**config.mk**
```make
export PLATFORM = sky130hd
export DESIGN_NAME = axioma_spi_slave
export DESIGN_NICKNAME = d
export VERILOG_FILES = /design/src/rtl/axioma_spi_slave.sv
export SDC_FILE = /design/constraint.sdc
export NUM_CORES = 1
export LEC_CHECK = 0
export ABC_AREA = 1
export CAP_MARGIN = 20
export CORE_MARGIN = 1.5
export CORE_UTILIZATION = 53
export CTS_CLUSTER_DIAMETER = 80
export DETAILED_ROUTE_END_ITERATION = 8
export PLACE_DENSITY = 0.79
export SYNTH_ARGS = -nofsm -noshare
export SYNTH_HDL_FRONTEND = slang
export SYNTH_SLANG_ARGS = --single-unit
```
**constraint.sdc**
```tcl
create_clock -name clk -period 2.45 [get_ports clk]
set_input_delay 0.735 -clock clk [delete_from_list [all_inputs] [get_ports clk]]
set_output_delay 0.735 -clock clk [all_outputs]
set_load 0.005 [all_outputs]
```
**src/rtl/axioma_spi_slave.sv**
```systemverilog
// ---------------------------------------------------------------------------
// axioma_spi_slave
//
// SPI slave peripheral with an AVR-style register interface (SPCR/SPSR/SPDR).
// The external SPI pins are sampled into the clk domain through a short
// synchronizer chain. SCK edges are detected on the synchronized copy, so
// spi_sck must run no faster than clk/8.
//
// Ports
//   clk            system I/O clock
//   reset          synchronous, active-high reset
//   io_addr[5:0]   I/O register address (SPCR 0x2C, SPSR 0x2D, SPDR 0x2E)
//   io_data_in     I/O write data
//   io_data_out    I/O read data (combinational, 0x00 unless a decoded read)
//   io_read        single-cycle read strobe
//   io_write       single-cycle write strobe
//   spi_sck        master clock
//   spi_mosi       master data out
//   spi_ss_n       active-low slave select
//   spi_miso       slave data out (0 while the pad is disabled)
//   spi_miso_oe    MISO pad enable
//   spi_interrupt  level interrupt request (SPIE & SPIF)
//   debug_state    {6'b0, FSM state}
//
// FSM states
//   state  | meaning
//   IDLE   | waiting for a falling ss_n with SPE set
//   ACTIVE | clocking bits in/out of the shift register
//   DONE   | byte complete: update RX buffer, TX holding register, flags
// ---------------------------------------------------------------------------
module axioma_spi_slave #(
    parameter int SYNC_STAGES = 2
) (
    input  logic       clk,
    input  logic       reset,
    input  logic [5:0] io_addr,
    input  logic [7:0] io_data_in,
    output logic [7:0] io_data_out,
    input  logic       io_read,
    input  logic       io_write,
    input  logic       spi_sck,
    input  logic       spi_mosi,
    input  logic       spi_ss_n,
    output logic       spi_miso,
    output logic       spi_miso_oe,
    output logic       spi_interrupt,
    output logic [7:0] debug_state
);

    localparam logic [5:0] ADDR_SPCR = 6'h2C;
    localparam logic [5:0] ADDR_SPSR = 6'h2D;
    localparam logic [5:0] ADDR_SPDR = 6'h2E;

    typedef enum logic [1:0] {
        ST_IDLE   = 2'd0,
        ST_ACTIVE = 2'd1,
        ST_DONE   = 2'd2
    } state_t;

    state_t state;
    state_t state_nxt;

    // Pin synchronizers
    logic [SYNC_STAGES-1:0] sck_sync;
    logic [SYNC_STAGES-1:0] mosi_sync;
    logic [SYNC_STAGES-1:0] ss_sync;
    logic                   sck_s;
    logic                   mosi_s;
    logic                   ss_s;
    logic                   sck_prev;
    logic                   ss_prev;

    // Control register fields
    logic spie;
    logic spe;
    logic dord;
    logic cpol;
    logic cpha;

    // Status flags
    logic spif;
    logic wcol;
    logic ovr;
    // Set by an SPSR read that saw SPIF=1; the next SPDR access clears flags.
    logic spsr_armed;

    // Data path
    logic [7:0] rx_buf;
    logic [7:0] tx_hold;
    logic [7:0] shift_reg;
    logic [2:0] bit_cnt;
    logic       rx_bit;

    // Decode and edge detection
    logic sel_spcr;
    logic sel_spsr;
    logic sel_spdr;
    logic spdr_access;
    logic sck_rise;
    logic sck_fall;
    logic lead_edge;
    logic trail_edge;
    logic sample_edge;
    logic shift_edge;
    logic ss_fall;

    // FSM controls
    logic start_xfer;
    logic take_sample;
    logic take_shift;
    logic last_sample;
    logic byte_done;

    logic [7:0] spcr_val;
    logic [7:0] spsr_val;

    // -----------------------------------------------------------------------
    // Synchronizers: preset to the idle bus (ss_n high, sck/mosi low) so that
    // reset release never looks like a select or clock edge.
    // -----------------------------------------------------------------------
    always_ff @(posedge clk) begin
        if (reset) begin
            sck_sync  <= '0;
            mosi_sync <= '0;
            ss_sync   <= '1;
            sck_prev  <= 1'b0;
            ss_prev   <= 1'b1;
        end else begin
            sck_sync[0]  <= spi_sck;
            mosi_sync[0] <= spi_mosi;
            ss_sync[0]   <= spi_ss_n;
            for (int i = 1; i < SYNC_STAGES; i++) begin
                sck_sync[i]  <= sck_sync[i-1];
                mosi_sync[i] <= mosi_sync[i-1];
                ss_sync[i]   <= ss_sync[i-1];
            end
            sck_prev <= sck_s;
            ss_prev  <= ss_s;
        end
    end

    assign sck_s  = sck_sync[SYNC_STAGES-1];
    assign mosi_s = mosi_sync[SYNC_STAGES-1];
    assign ss_s   = ss_sync[SYNC_STAGES-1];

    assign sck_rise    = sck_s & ~sck_prev;
    assign sck_fall    = ~sck_s & sck_prev;
    assign lead_edge   = cpol ? sck_fall : sck_rise;
    assign trail_edge  = cpol ? sck_rise : sck_fall;
    assign sample_edge = cpha ? trail_edge : lead_edge;
    assign shift_edge  = cpha ? lead_edge : trail_edge;
    assign ss_fall     = ~ss_s & ss_prev;

    assign sel_spcr    = (io_addr == ADDR_SPCR);
    assign sel_spsr    = (io_addr == ADDR_SPSR);
    assign sel_spdr    = (io_addr == ADDR_SPDR);
    assign spdr_access = (io_read | io_write) & sel_spdr;

    assign spcr_val = {spie, spe, dord, 1'b0, cpol, cpha, 2'b00};
    assign spsr_val = {spif, wcol, ovr, 5'b00000};

    // -----------------------------------------------------------------------
    // FSM
    // -----------------------------------------------------------------------
    always_ff @(posedge clk) begin
        if (reset) begin
            state <= ST_IDLE;
        end else begin
            state <= state_nxt;
        end
    end

    // A shift is only taken once at least one bit has been sampled. In CPHA=1
    // this skips the first leading edge (bit 7/0 is already on MISO after the
    // load); in CPHA=0 it swallows the 8th trailing edge that arrives after a
    // back-to-back reload.
    always_comb begin
        state_nxt   = state;
        start_xfer  = 1'b0;
        take_sample = 1'b0;
        take_shift  = 1'b0;
        last_sample = 1'b0;
        byte_done   = 1'b0;
        case (state)
            ST_IDLE: begin
                if (spe && ss_fall) begin
                    state_nxt  = ST_ACTIVE;
                    start_xfer = 1'b1;
                end
            end
            ST_ACTIVE: begin
                if (!spe || ss_s) begin
                    state_nxt = ST_IDLE;
                end else begin
                    take_sample = sample_edge;
                    take_shift  = shift_edge && (bit_cnt != 3'd0);
                    if (sample_edge && (bit_cnt == 3'd7)) begin
                        last_sample = 1'b1;
                        state_nxt   = ST_DONE;
                    end
                end
            end
            ST_DONE: begin
                byte_done = 1'b1;
                state_nxt = ss_s ? ST_IDLE : ST_ACTIVE;
            end
            default: begin
                state_nxt = ST_IDLE;
            end
        endcase
    end

    // -----------------------------------------------------------------------
    // Shift register and bit counter
    // -----------------------------------------------------------------------
    always_ff @(posedge clk) begin
        if (reset) begin
            shift_reg <= 8'h00;
            bit_cnt   <= 3'd0;
            rx_bit    <= 1'b0;
        end else if (start_xfer) begin
            shift_reg <= tx_hold;
            bit_cnt   <= 3'd0;
        end else if (take_sample) begin
            rx_bit  <= mosi_s;
            bit_cnt <= bit_cnt + 3'd1;
            // The 8th bit never gets its own shift edge, so fold it in here to
            // leave the completed byte in the shift register for DONE.
            if (last_sample) begin
                shift_reg <= dord ? {mosi_s, shift_reg[7:1]} : {shift_reg[6:0], mosi_s};
            end
        end else if (take_shift) begin
            shift_reg <= dord ? {rx_bit, shift_reg[7:1]} : {shift_reg[6:0], rx_bit};
        end else if (byte_done) begin
            // DONE copies the shift register into the TX holding register, so
            // the reload for a back-to-back byte is the value already held.
            bit_cnt <= 3'd0;
        end
    end

    // -----------------------------------------------------------------------
    // Registers and flags
    // -----------------------------------------------------------------------
    always_ff @(posedge clk) begin
        if (reset) begin
            spie       <= 1'b0;
            spe        <= 1'b0;
            dord       <= 1'b0;
            cpol       <= 1'b0;
            cpha       <= 1'b0;
            rx_buf     <= 8'h00;
            tx_hold    <= 8'h00;
            spif       <= 1'b0;
            wcol       <= 1'b0;
            ovr        <= 1'b0;
            spsr_armed <= 1'b0;
        end else begin
            if (io_write && sel_spcr) begin
                spie <= io_data_in[7];
                spe  <= io_data_in[6];
                dord <= io_data_in[5];
                cpol <= io_data_in[3];
                cpha <= io_data_in[2];
            end

            if (io_write && sel_spdr && (state == ST_IDLE)) begin
                tx_hold <= io_data_in;
            end

            // Clearing comes first so that any set in the same cycle wins.
            if (spdr_access) begin
                spsr_armed <= 1'b0;
                if (spsr_armed) begin
                    spif <= 1'b0;
                    wcol <= 1'b0;
                    ovr  <= 1'b0;
                end
            end

            if (io_read && sel_spsr && spif) begin
                spsr_armed <= 1'b1;
            end

            if (io_write && sel_spdr && (state != ST_IDLE)) begin
                wcol <= 1'b1;
            end

            if (byte_done) begin
                rx_buf  <= shift_reg;
                tx_hold <= shift_reg;
                spif    <= 1'b1;
                if (spif) begin
                    ovr <= 1'b1;
                end
            end
        end
    end

    // -----------------------------------------------------------------------
    // Outputs
    // -----------------------------------------------------------------------
    always_comb begin
        io_data_out = 8'h00;
        if (io_read && !reset) begin
            case (io_addr)
                ADDR_SPCR: io_data_out = spcr_val;
                ADDR_SPSR: io_data_out = spsr_val;
                ADDR_SPDR: io_data_out = rx_buf;
                default:   io_data_out = 8'h00;
            endcase
        end
    end

    assign spi_miso_oe   = ~reset & spe & ~ss_s;
    assign spi_miso      = spi_miso_oe & (dord ? shift_reg[0] : shift_reg[7]);
    assign spi_interrupt = ~reset & spie & spif;
    assign debug_state   = {6'b000000, state};

endmodule

```
Word-level counts from Yosys, hierarchy flattened
Cells that the tools add are included.
{ "classes": {"n_bitwise": 15, "reduce_logical": 31, "div": 0, "multipliers": 0, "n_lt_le_gt_ge": 0, "n_eq_ne": 10, "mux": 43, "n_addsub": 1, "n_shift": 0} }
{ "op_table": {"columns": ["op", "n"], "rows": [
  ["two-way mux 8 bit", 9],
  ["two-way mux 1 bit", 26],
  ["case mux 8 bit (3 select lines)", 1],
  ["== test 6 bit, second input constant", 3],
  ["nonzero test 2 bit", 8],
  ["AND reduction 2 bit", 6],
  ["logical AND 1 bit", 10],
  ["bitwise AND 1 bit", 9],
  ["two-way mux 3 bit", 3],
  ["two-way mux 2 bit", 3],
  ["case mux 2 bit (3 select lines)", 1],
  ["nonzero test 3 bit", 2],
  ["NOT 1 bit", 5],
  ["!= test 2 bit, second input constant", 2],
  ["adder 3 x 1 -> 3 bit, second input constant", 1],
  ["== test 3 bit, second input constant", 1],
  ["!= test 3 x 2 -> 1 bit, second input constant", 1],
  ["!= test 3 bit, second input constant", 1],
  ["== test 2 x 1 -> 1 bit, second input constant", 1],
  ["== test 2 bit, second input constant", 1],
  ["logical NOT 1 bit", 2],
  ["logical NOT 2 bit", 1],
  ["OR reduction 2 bit", 1],
  ["logical OR 1 bit", 1],
  ["OR 1 bit", 1]
]} }
{ "word_totals": {"inputBits": 21, "mem_count": 0, "ramBits": 0, "rom_bits": 0, "word_cells": 120, "latch_bits": 0, "regBits": 47} }

Depth between registers and ports, before layout
Gate-level depths: netlist of the first run.
{ "depth": {"depth_word": 11, "depth_mapped": 11, "ltp_nobuf": 11} }

Worst setup path after synthesis of the first run
No wires, ideal clock.
{ "synth_timing": {"kind": "input -> output", "startpoint": "input io_addr[5]", "endpoint": "output io_data_out[7]", "path_slack_ps": 234, "arrival_time_ps": 1481, "n_path_buf": 0, "path_stages": 10, "path_cell_list": "inv_1 nor2_2 inv_1 nor2_1 nand2_2 inv_1 nand2_1 o211ai_1 nand2_1 inv_1"} }
{ "synth_via": {"elab_chain_len": 3, "word_cells_on_any_way": 5, "classes_between": "3 x eq/ne; 2 x mux"} }
{ "synth_rtl": {"columns": ["item", "line_no", "source"], "rows": [
  ["from (decl)", "36", "input logic [5:0] io_addr,"],
  ["== test 6 bit", "305", "case (io_addr)"],
  ["case mux 8 bit (3 select lines) *", "305", null],
  ["two-way mux 8 bit *", "304", "if (io_read && !reset) begin"],
  ["to (decl)", "38", "output logic [7:0] io_data_out,"]
]} }
Mark *: on every way between the ends. The rest lies on a longest branch, timed or not.

Worst setup path after layout of the first run
{ "layout_timing": {"startpoint": "input io_addr[4]", "endpoint": "output io_data_out[5]"} }
Same word-level chain as after synthesis.

==> results of run 1 <==
through the flow:
| step | setup WS (ns) | hold slack, ns |
|---|---|---|
| after floorplan | 0.234 | 0.388 |
| after global placement | -0.740 | 0.398 |
| after detailed placement | -0.827 | 0.394 |
| after CTS | -0.0788 | 0.408 |
| after global routing | -0.107 | 0.426 |
| final | 0.000942 | 0.408 |
worst min-delay path by stage:
stage,to,slack (ns),startpoint,cells past startpoint
floorplan,mosi_sync[1]$_SDFF_PP0_,0.39,mosi_sync[0]$_SDFF_PP0_,2
detailed placement,sck_sync[1]$_SDFF_PP0_,0.39,sck_sync[0]$_SDFF_PP0_,2
global route,sck_sync[1]$_SDFF_PP0_,0.43,sck_sync[0]$_SDFF_PP0_,2
finish,sck_sync[1]$_SDFF_PP0_,0.41,sck_sync[0]$_SDFF_PP0_,2
CTS,sck_sync[1]$_SDFF_PP0_,0.41,sck_sync[0]$_SDFF_PP0_,2
global placement,sck_sync[1]$_SDFF_PP0_,0.40,sck_sync[0]$_SDFF_PP0_,2
critical path: cells and delay by family:
family          cells  cell delay [ns]
compound gates      1             0.09
buf+inv             6             0.48
simple gates        5             0.41
power breakdown:
part / total (mW) / internal [mW] / switching, mW
logic: 0.116 / 0.0572 / 0.0588
clock network: 0.590 / 0.309 / 0.280
registers: 0.775 / 0.771 / 0.00413
cells by family after synthesis:
group | Yosys count | share of synthesized area [%]
AND/OR/NAND/NOR | 188 | 33.6
AO/OA/AOI/OAI | 66 | 14.1
buffers and inverters | 65 | 11.8
flip-flops | 47 | 38.8
adder cells (fa/ha/maj) | 3 | 1.55
other | 1 | 0.155
area by class of cell:
cell class,instances,area [sq um]
inverters,49,184
flip-flops and latches,47,941
fillers,357,1310
clock inverters,3,47.5
repair buffers,61,492
clock buffers,5,68.8
multi-input cells,263,1280
well taps,52,65.1
timing repair:
| item | CTS | global route |
|---|---|---|
| setup buffers | 13 | 0 |
| endpoints found under the setup margin | 11 | 9 |
| resized for setup | 67 | 20 |
| pin swaps | 14 | 14 |
| hold buffers | 0 | 0 |
| cloned | 0 | 0 |
cells in the final DEF (no fill, tap or decap), types with 2 or more instances in the layout:
master / instances
sky130_fd_sc_hd__nor2_1: 49
sky130_fd_sc_hd__nand2_1: 102
sky130_fd_sc_hd__buf_4: 23
sky130_fd_sc_hd__o21ai_0: 32
sky130_fd_sc_hd__conb_1: 6
sky130_fd_sc_hd__a21oi_2: 2
sky130_fd_sc_hd__nand3_1: 6
sky130_fd_sc_hd__nand4_1: 4
sky130_fd_sc_hd__nand2_2: 6
sky130_fd_sc_hd__nand3_2: 6
sky130_fd_sc_hd__buf_2: 8
sky130_fd_sc_hd__nand3_4: 2
sky130_fd_sc_hd__clkdlybuf4s50_1: 14
sky130_fd_sc_hd__dlygate4sd2_1: 4
sky130_fd_sc_hd__inv_1: 39
sky130_fd_sc_hd__dfxtp_1: 47
sky130_fd_sc_hd__nor2_4: 5
sky130_fd_sc_hd__or2_2: 2
sky130_fd_sc_hd__buf_6: 7
sky130_fd_sc_hd__ha_1: 3
sky130_fd_sc_hd__o21ai_1: 2
sky130_fd_sc_hd__a21oi_1: 25
sky130_fd_sc_hd__clkbuf_8: 5
sky130_fd_sc_hd__inv_2: 10
sky130_fd_sc_hd__clkbuf_2: 5
sky130_fd_sc_hd__nor2_2: 4
sky130_fd_sc_hd__o211ai_1: 2
metal layers:
metal | GRT usage, % | part of all wire [%]
met5 | 0 | 0
met4 | 6.71 | 1.1
met3 | 4.70 | 5.5
met2 | 43.6 | 48
met1 | 31.4 | 45
==> summary.txt, run 1 <==
Route
  – Number of DRC violations after detailed-routing iteration 0: 120
  – Final Routed Wirelength: 5.89 mm
  – Number of remaining DRC errors: 0
  – Final ANT Viol Nets: 0
  – Router iterations before antenna repair: 4
  – Per-cell via count in the routed design: 5.01
  – Total vias in the final route: 2,407
  – WL per Instance: 12.3 um

Global routing
  – First-pass GRT wire length: 9.87 mm
  – Overall track demand over capacity in global routing: 24.9%
  – Number of antenna violations at the first check in global routing: 0
  – Maximum number of pins on one net before global-route repair: 23
  – Via count of the first global-routing pass: 2,222
  – GRT Residual Overflow: 0

Clocking
  – CTS Buffer Depth: 2
  – Clock root cell: sky130_fd_sc_hd__clkbuf_8
  – Total clock sinks: 47
  – Max H-tree Level: 2
  – Clock latency reported for the late side of the worst-skew pair: 0.31 ns
  – Clk slew on worst S/H paths: 0.10 ns
  – Inserted Clock Buffers: 5
  – CTS tree: built

Layout
  – Synthesis-to-layout area growth: 27.0%
  – # diodes: 0
  – Fraction of the core area covered by cells at the end of the flow: 70.2%
  – Final design instance area without fill: 3080 sq um
  – Proportion of layout cells with a drive suffix above 1: 21.0%
  – Net count, final: 451
  – Final cell count without fillers: 480

Floorplan
  – Die area: 4990 sq um
  – Die boundary height: 70.6 um
  – Die Span X: 70.6 um
  – Cell row count: 24
  – Placeable core region: 4380 sq um
  – IO Count: 40
  – Starting density of the core: 55.3%

Timing
  – Worst setup skew after layout: 0.0153 ns
  – Number of endpoints with negative hold slack in the final report: 0
  – Number of max-slew violations in the final report: 0
  – Count of final setup violators: 0
  – Ratio of final minimum period to clock period: 100%
  – Achievable Freq: 0.408 GHz
  – Final sum of negative setup slack: 0 ns
  – Final period demand of the worst path: 2.45 ns
  – Unrepaired setup endpoints after global routing: yes

Worst hold path
  – Worst min-delay path class: reg -> reg

Synth
  – Sequential area share after synthesis: 38.8%
  – Unique cell type count in the Yosys netlist: 29
  – Count of flip-flops with a built-in enable after synthesis: 0
  – Number of warnings printed during yosys synthesis: 0
  – Number of register bits inferred by synthesis: 47
  – Area share of the largest cell type after synthesis: 38.8%
  – Dominant synthesized flop cell: sky130_fd_sc_hd__dfxtp_1
  – Synthesized area divided by synthesized cell count: 6.55 sq um
  – Cells taking the most area after synthesis: sky130_fd_sc_hd__dfxtp_1 39%, sky130_fd_sc_hd__nand2_1 16%, sky130_fd_sc_hd__nor2_1 8.0%
  – Top cells by count, synth: 106 x sky130_fd_sc_hd__nand2_1, 52 x sky130_fd_sc_hd__nor2_1, 47 x sky130_fd_sc_hd__dfxtp_1
  – Library cell with the highest instance count after synthesis: sky130_fd_sc_hd__nand2_1
  – Synth Cell Area: 2420 sq um
  – Yosys top cell by area: sky130_fd_sc_hd__dfxtp_1
  – Proportion of synthesized flip-flops having asynchronous set or reset: 0%
  – Cell count after synthesis: 370

Place
  – Post-Place Cells: 459
  – Port Buf Inserts: 33
  – Detailed placement HPWL: 4.18 mm
  – Total placed instance area: 2850 sq um
  – Final weighted congestion in routability-driven placement: 0.851

Power
  – Pwr per Cell Area: 481 nW/um^2
  – Overall power consumption: 1.48 mW
  – Worst IR Drop VDD: 0.394 mV
  – Leakage dissipation: 1.39 nW

Worst setup path
  – Worst Setup Start Kind: input pin
  – Crit path capture type: primary output
  – Cells along the critical path: buf_6, nor2_4, inv_2, nor2_4, nand2_2, inv_2, buf_6, nand2_2, o211ai_1, nand2_1, inv_1, buf_2
  – Required time of the critical path: 1.71 ns
  – CP endpoint: io_data_out[5]
  – Crit path launch: io_addr[4]
  – Destination of the worst register-to-register timing path: shift_reg[0]$_SDFFE_PP0P_
  – Critical setup path kind: in -> out
  – Slack of the worst reg-to-reg path: 0.89 ns
  – Largest stage delay on the critical path: 0.10 ns
  – Arrival time worst endpoint: 1.71 ns
  – Worst flop-to-flop path startpoint: cpol$_SDFFE_PP0P_
  – Largest fanout on the critical path: 3
  – Slowest stage cell on the critical path: sky130_fd_sc_hd__nor2_4
  – Number of cell instances on the worst register-to-register path: 9

Flow run
  – # Max-Cap Violations: 0

Run status
  – Status: finished, final reports clean
(Power assumes the default switching activity.)
==> inputs of run 2 (changes only) <==
--- a/config.mk
+++ b/config.mk
@@ -12,6 +12,7 @@
 export CTS_CLUSTER_DIAMETER = 80
 export DETAILED_ROUTE_END_ITERATION = 8
 export PLACE_DENSITY = 0.79
+export SKIP_CTS_REPAIR_TIMING = 1
 export SYNTH_ARGS = -nofsm -noshare
 export SYNTH_HDL_FRONTEND = slang
 export SYNTH_SLANG_ARGS = --single-unit
==> run 2 against run 1 <==
Sequential power about the same. Via count is 0.33% lower. Wire length is 0.49% higher. Clock power barely moved. Core utilization is 0.20 points lower. The flow now finishes with violations (negative setup slack). Clock skew fell by 0.0011 ns. Total power is 0.15% lower. Sequential share of layout area up 0.087 points. Critical path type unchanged.
==> summary.txt, run 2 (synthesis gave the netlist of run 1 again) <==
Route
  – Final Routed Wirelength: 5.92 mm
  – WL per Instance: 12.5 um
  – Number of DRC violations after detailed-routing iteration 0: 118
  – Total vias in the final route: 2,399
  – Final ANT Viol Nets: 0
  – Router iterations before antenna repair: 4
  – Number of remaining DRC errors: 0
  – Per-cell via count in the routed design: 5.05

Layout
  – Most common cell after layout, fill and taps aside: sky130_fd_sc_hd__nand2_1
  – Synthesis-to-layout area growth: 26.6%
  – # diodes: 0
  – Commonest cells after routing, fill and taps aside: 104 x sky130_fd_sc_hd__nand2_1, 47 x sky130_fd_sc_hd__dfxtp_1, 46 x sky130_fd_sc_hd__nor2_1, 38 x sky130_fd_sc_hd__inv_1, 32 x sky130_fd_sc_hd__o21ai_0
  – Final design instance area without fill: 3070 sq um
  – Proportion of layout cells with a drive suffix above 1: 19.6%
  – Final cell count without fillers: 475
  – Total of fill cells in the finished design: 366
  – Net count, final: 446

Global routing
  – Maximum number of pins on one net before global-route repair: 23
  – Number of antenna violations at the first check in global routing: 0
  – First-pass GRT wire length: 9.31 mm
  – Overall track demand over capacity in global routing: 23.4%
  – Via count of the first global-routing pass: 2,117
  – GRT Residual Overflow: 0

Worst hold path
  – Count of cells along the worst hold path: 2
  – Worst min-delay path class: reg -> reg

Floorplan
  – Die Span X: 70.6 um
  – Die area: 4990 sq um
  – Starting density of the core: 55.3%
  – Cell row count: 24
  – IO Count: 40
  – Placeable core region: 4380 sq um
  – Die boundary height: 70.6 um

Worst setup path
  – Largest delay contributor family on the critical path: buffers and inverters
  – Slowest stage cell on the critical path: sky130_fd_sc_hd__o211ai_1
  – Crit path capture type: primary output
  – Arrival time worst endpoint: 1.77 ns
  – Worst path bufs/invs: 6
  – Largest stage delay on the critical path: 0.18 ns
  – Required time of the critical path: 1.71 ns
  – Number of cell instances on the worst register-to-register path: 7
  – Critical setup path kind: in -> out
  – Cells along the critical path: buf_6, inv_2, nor2_4, inv_2, nor2_4, nand2_2, buf_6, o211ai_1, nand2_1, inv_1, clkbuf_2
  – Largest fanout on the critical path: 4
  – Worst Setup Start Kind: input pin
  – Depth of the critical timing path with buffers and inverters included: 11

Flow run
  – # Max-Cap Violations: 0

Timing
  – Final period demand of the worst path: 2.50 ns
  – Final sum of negative setup slack: -0.0530 ns
  – Achievable Freq: 0.400 GHz
  – Worst setup skew after layout: 0.0142 ns
  – Ratio of final minimum period to clock period: 102%
  – Post-route setup slack: -0.0530 ns
  – Unrepaired setup endpoints after global routing: yes
  – Number of endpoints with negative hold slack in the final report: 0
  – Number of max-slew violations in the final report: 0
  – Count of final setup violators: 1

Place
  – Post-Place Cells: 459
  – Total placed instance area: 2850 sq um
  – Port Buf Inserts: 33
  – Detailed placement HPWL: 4.18 mm
  – Final weighted congestion in routability-driven placement: 0.851

Clocking
  – Total clock sinks: 47
  – Clk slew on worst S/H paths: 0.10 ns
  – Clock latency reported for the late side of the worst-skew pair: 0.31 ns
  – CTS Buffer Depth: 2
  – Inserted Clock Buffers: 5
  – Max H-tree Level: 2
  – Clock root cell: sky130_fd_sc_hd__clkbuf_8
  – CTS tree: built

Run status
  – Status: complete, but fails checks
  – Violated checks: negative setup slack

Power
  – Pwr per Cell Area: 481 nW/um^2
  – Worst IR Drop VDD: 0.394 mV
  – Leakage dissipation: 1.44 nW
[run 2: changes by cell type in the layout (fill, tap and decap cells not counted), sizes merged]
cell | before | now
buf | 38 | 28
dlygate4sd2 | 4 | 0
dlymetal6s2s | 0 | 8
clkdlybuf4s50 | 14 | 15
[run 2: worst paths after layout]
check                              start                 endpoint  slack (ns)
setup / recovery              io_addr[5]           io_data_out[5]       -0.05
hold / removal    sck_sync[0]$_SDFF_PP0_   sck_sync[1]$_SDFF_PP0_        0.41
setup reg to reg   state[0]$_SDFFE_PP0P_  tx_hold[0]$_SDFFE_PP0P_        0.90
hold reg to reg   sck_sync[0]$_SDFF_PP0_   sck_sync[1]$_SDFF_PP0_        0.41
[run 2: layout make-up]
| class | instances | area, sq um | share of cell area (%) |
|---|---|---|---|
| multi-input combinational | 263 | 1280 | 41.7 |
| sequential | 47 | 941 | 30.6 |
| timing repair buffer | 56 | 483 | 15.7 |
| inverter | 49 | 184 | 5.99 |
| clock buffer | 5 | 68.8 | 2.24 |
| tap | 52 | 65.1 | 2.12 |
| clock inverter | 3 | 47.5 | 1.55 |
[run 2: metrics by stage]
step	power [mW]	utilization, %	worst slack [ns]	hold slack (ns)
finish	1.48	70.0	-0.0530	0.407
global route	1.53	70.0	-0.111	0.426
CTS	1.47	67.7	-0.831	0.408
detailed placement	0.891	65.0	-0.827	0.394
global placement	0.889	65.0	-0.740	0.398
floorplan	0.844	-	0.234	0.388
[run 2: metal layers]
metal  part of all wire [%]  wire length [um]  GRT usage (%)
met5                      0                 0              0
met2                     48              2870           41.1
met1                     46              2700           29.8
met3                    4.3               257           4.27
met4                    1.4                85           5.87
[run 2: where the power goes]
| part | switching [mW] | total (mW) | internal (mW) |
|---|---|---|---|
| sequential | 0.00419 | 0.775 | 0.771 |
| clock | 0.281 | 0.591 | 0.309 |
| combinational | 0.0579 | 0.113 | 0.0550 |
| total | 0.343 | 1.48 | 1.13 |
[run 2: worst reg2reg max path, delay by kind of cell, from the launching register on]
family,cells,cell delay [ns]
AND/OR/NAND/NOR,3,0.22
buffers and inverters,3,0.63
flip-flops,1,0.44
AO/OA/AOI/OAI,1,0.16
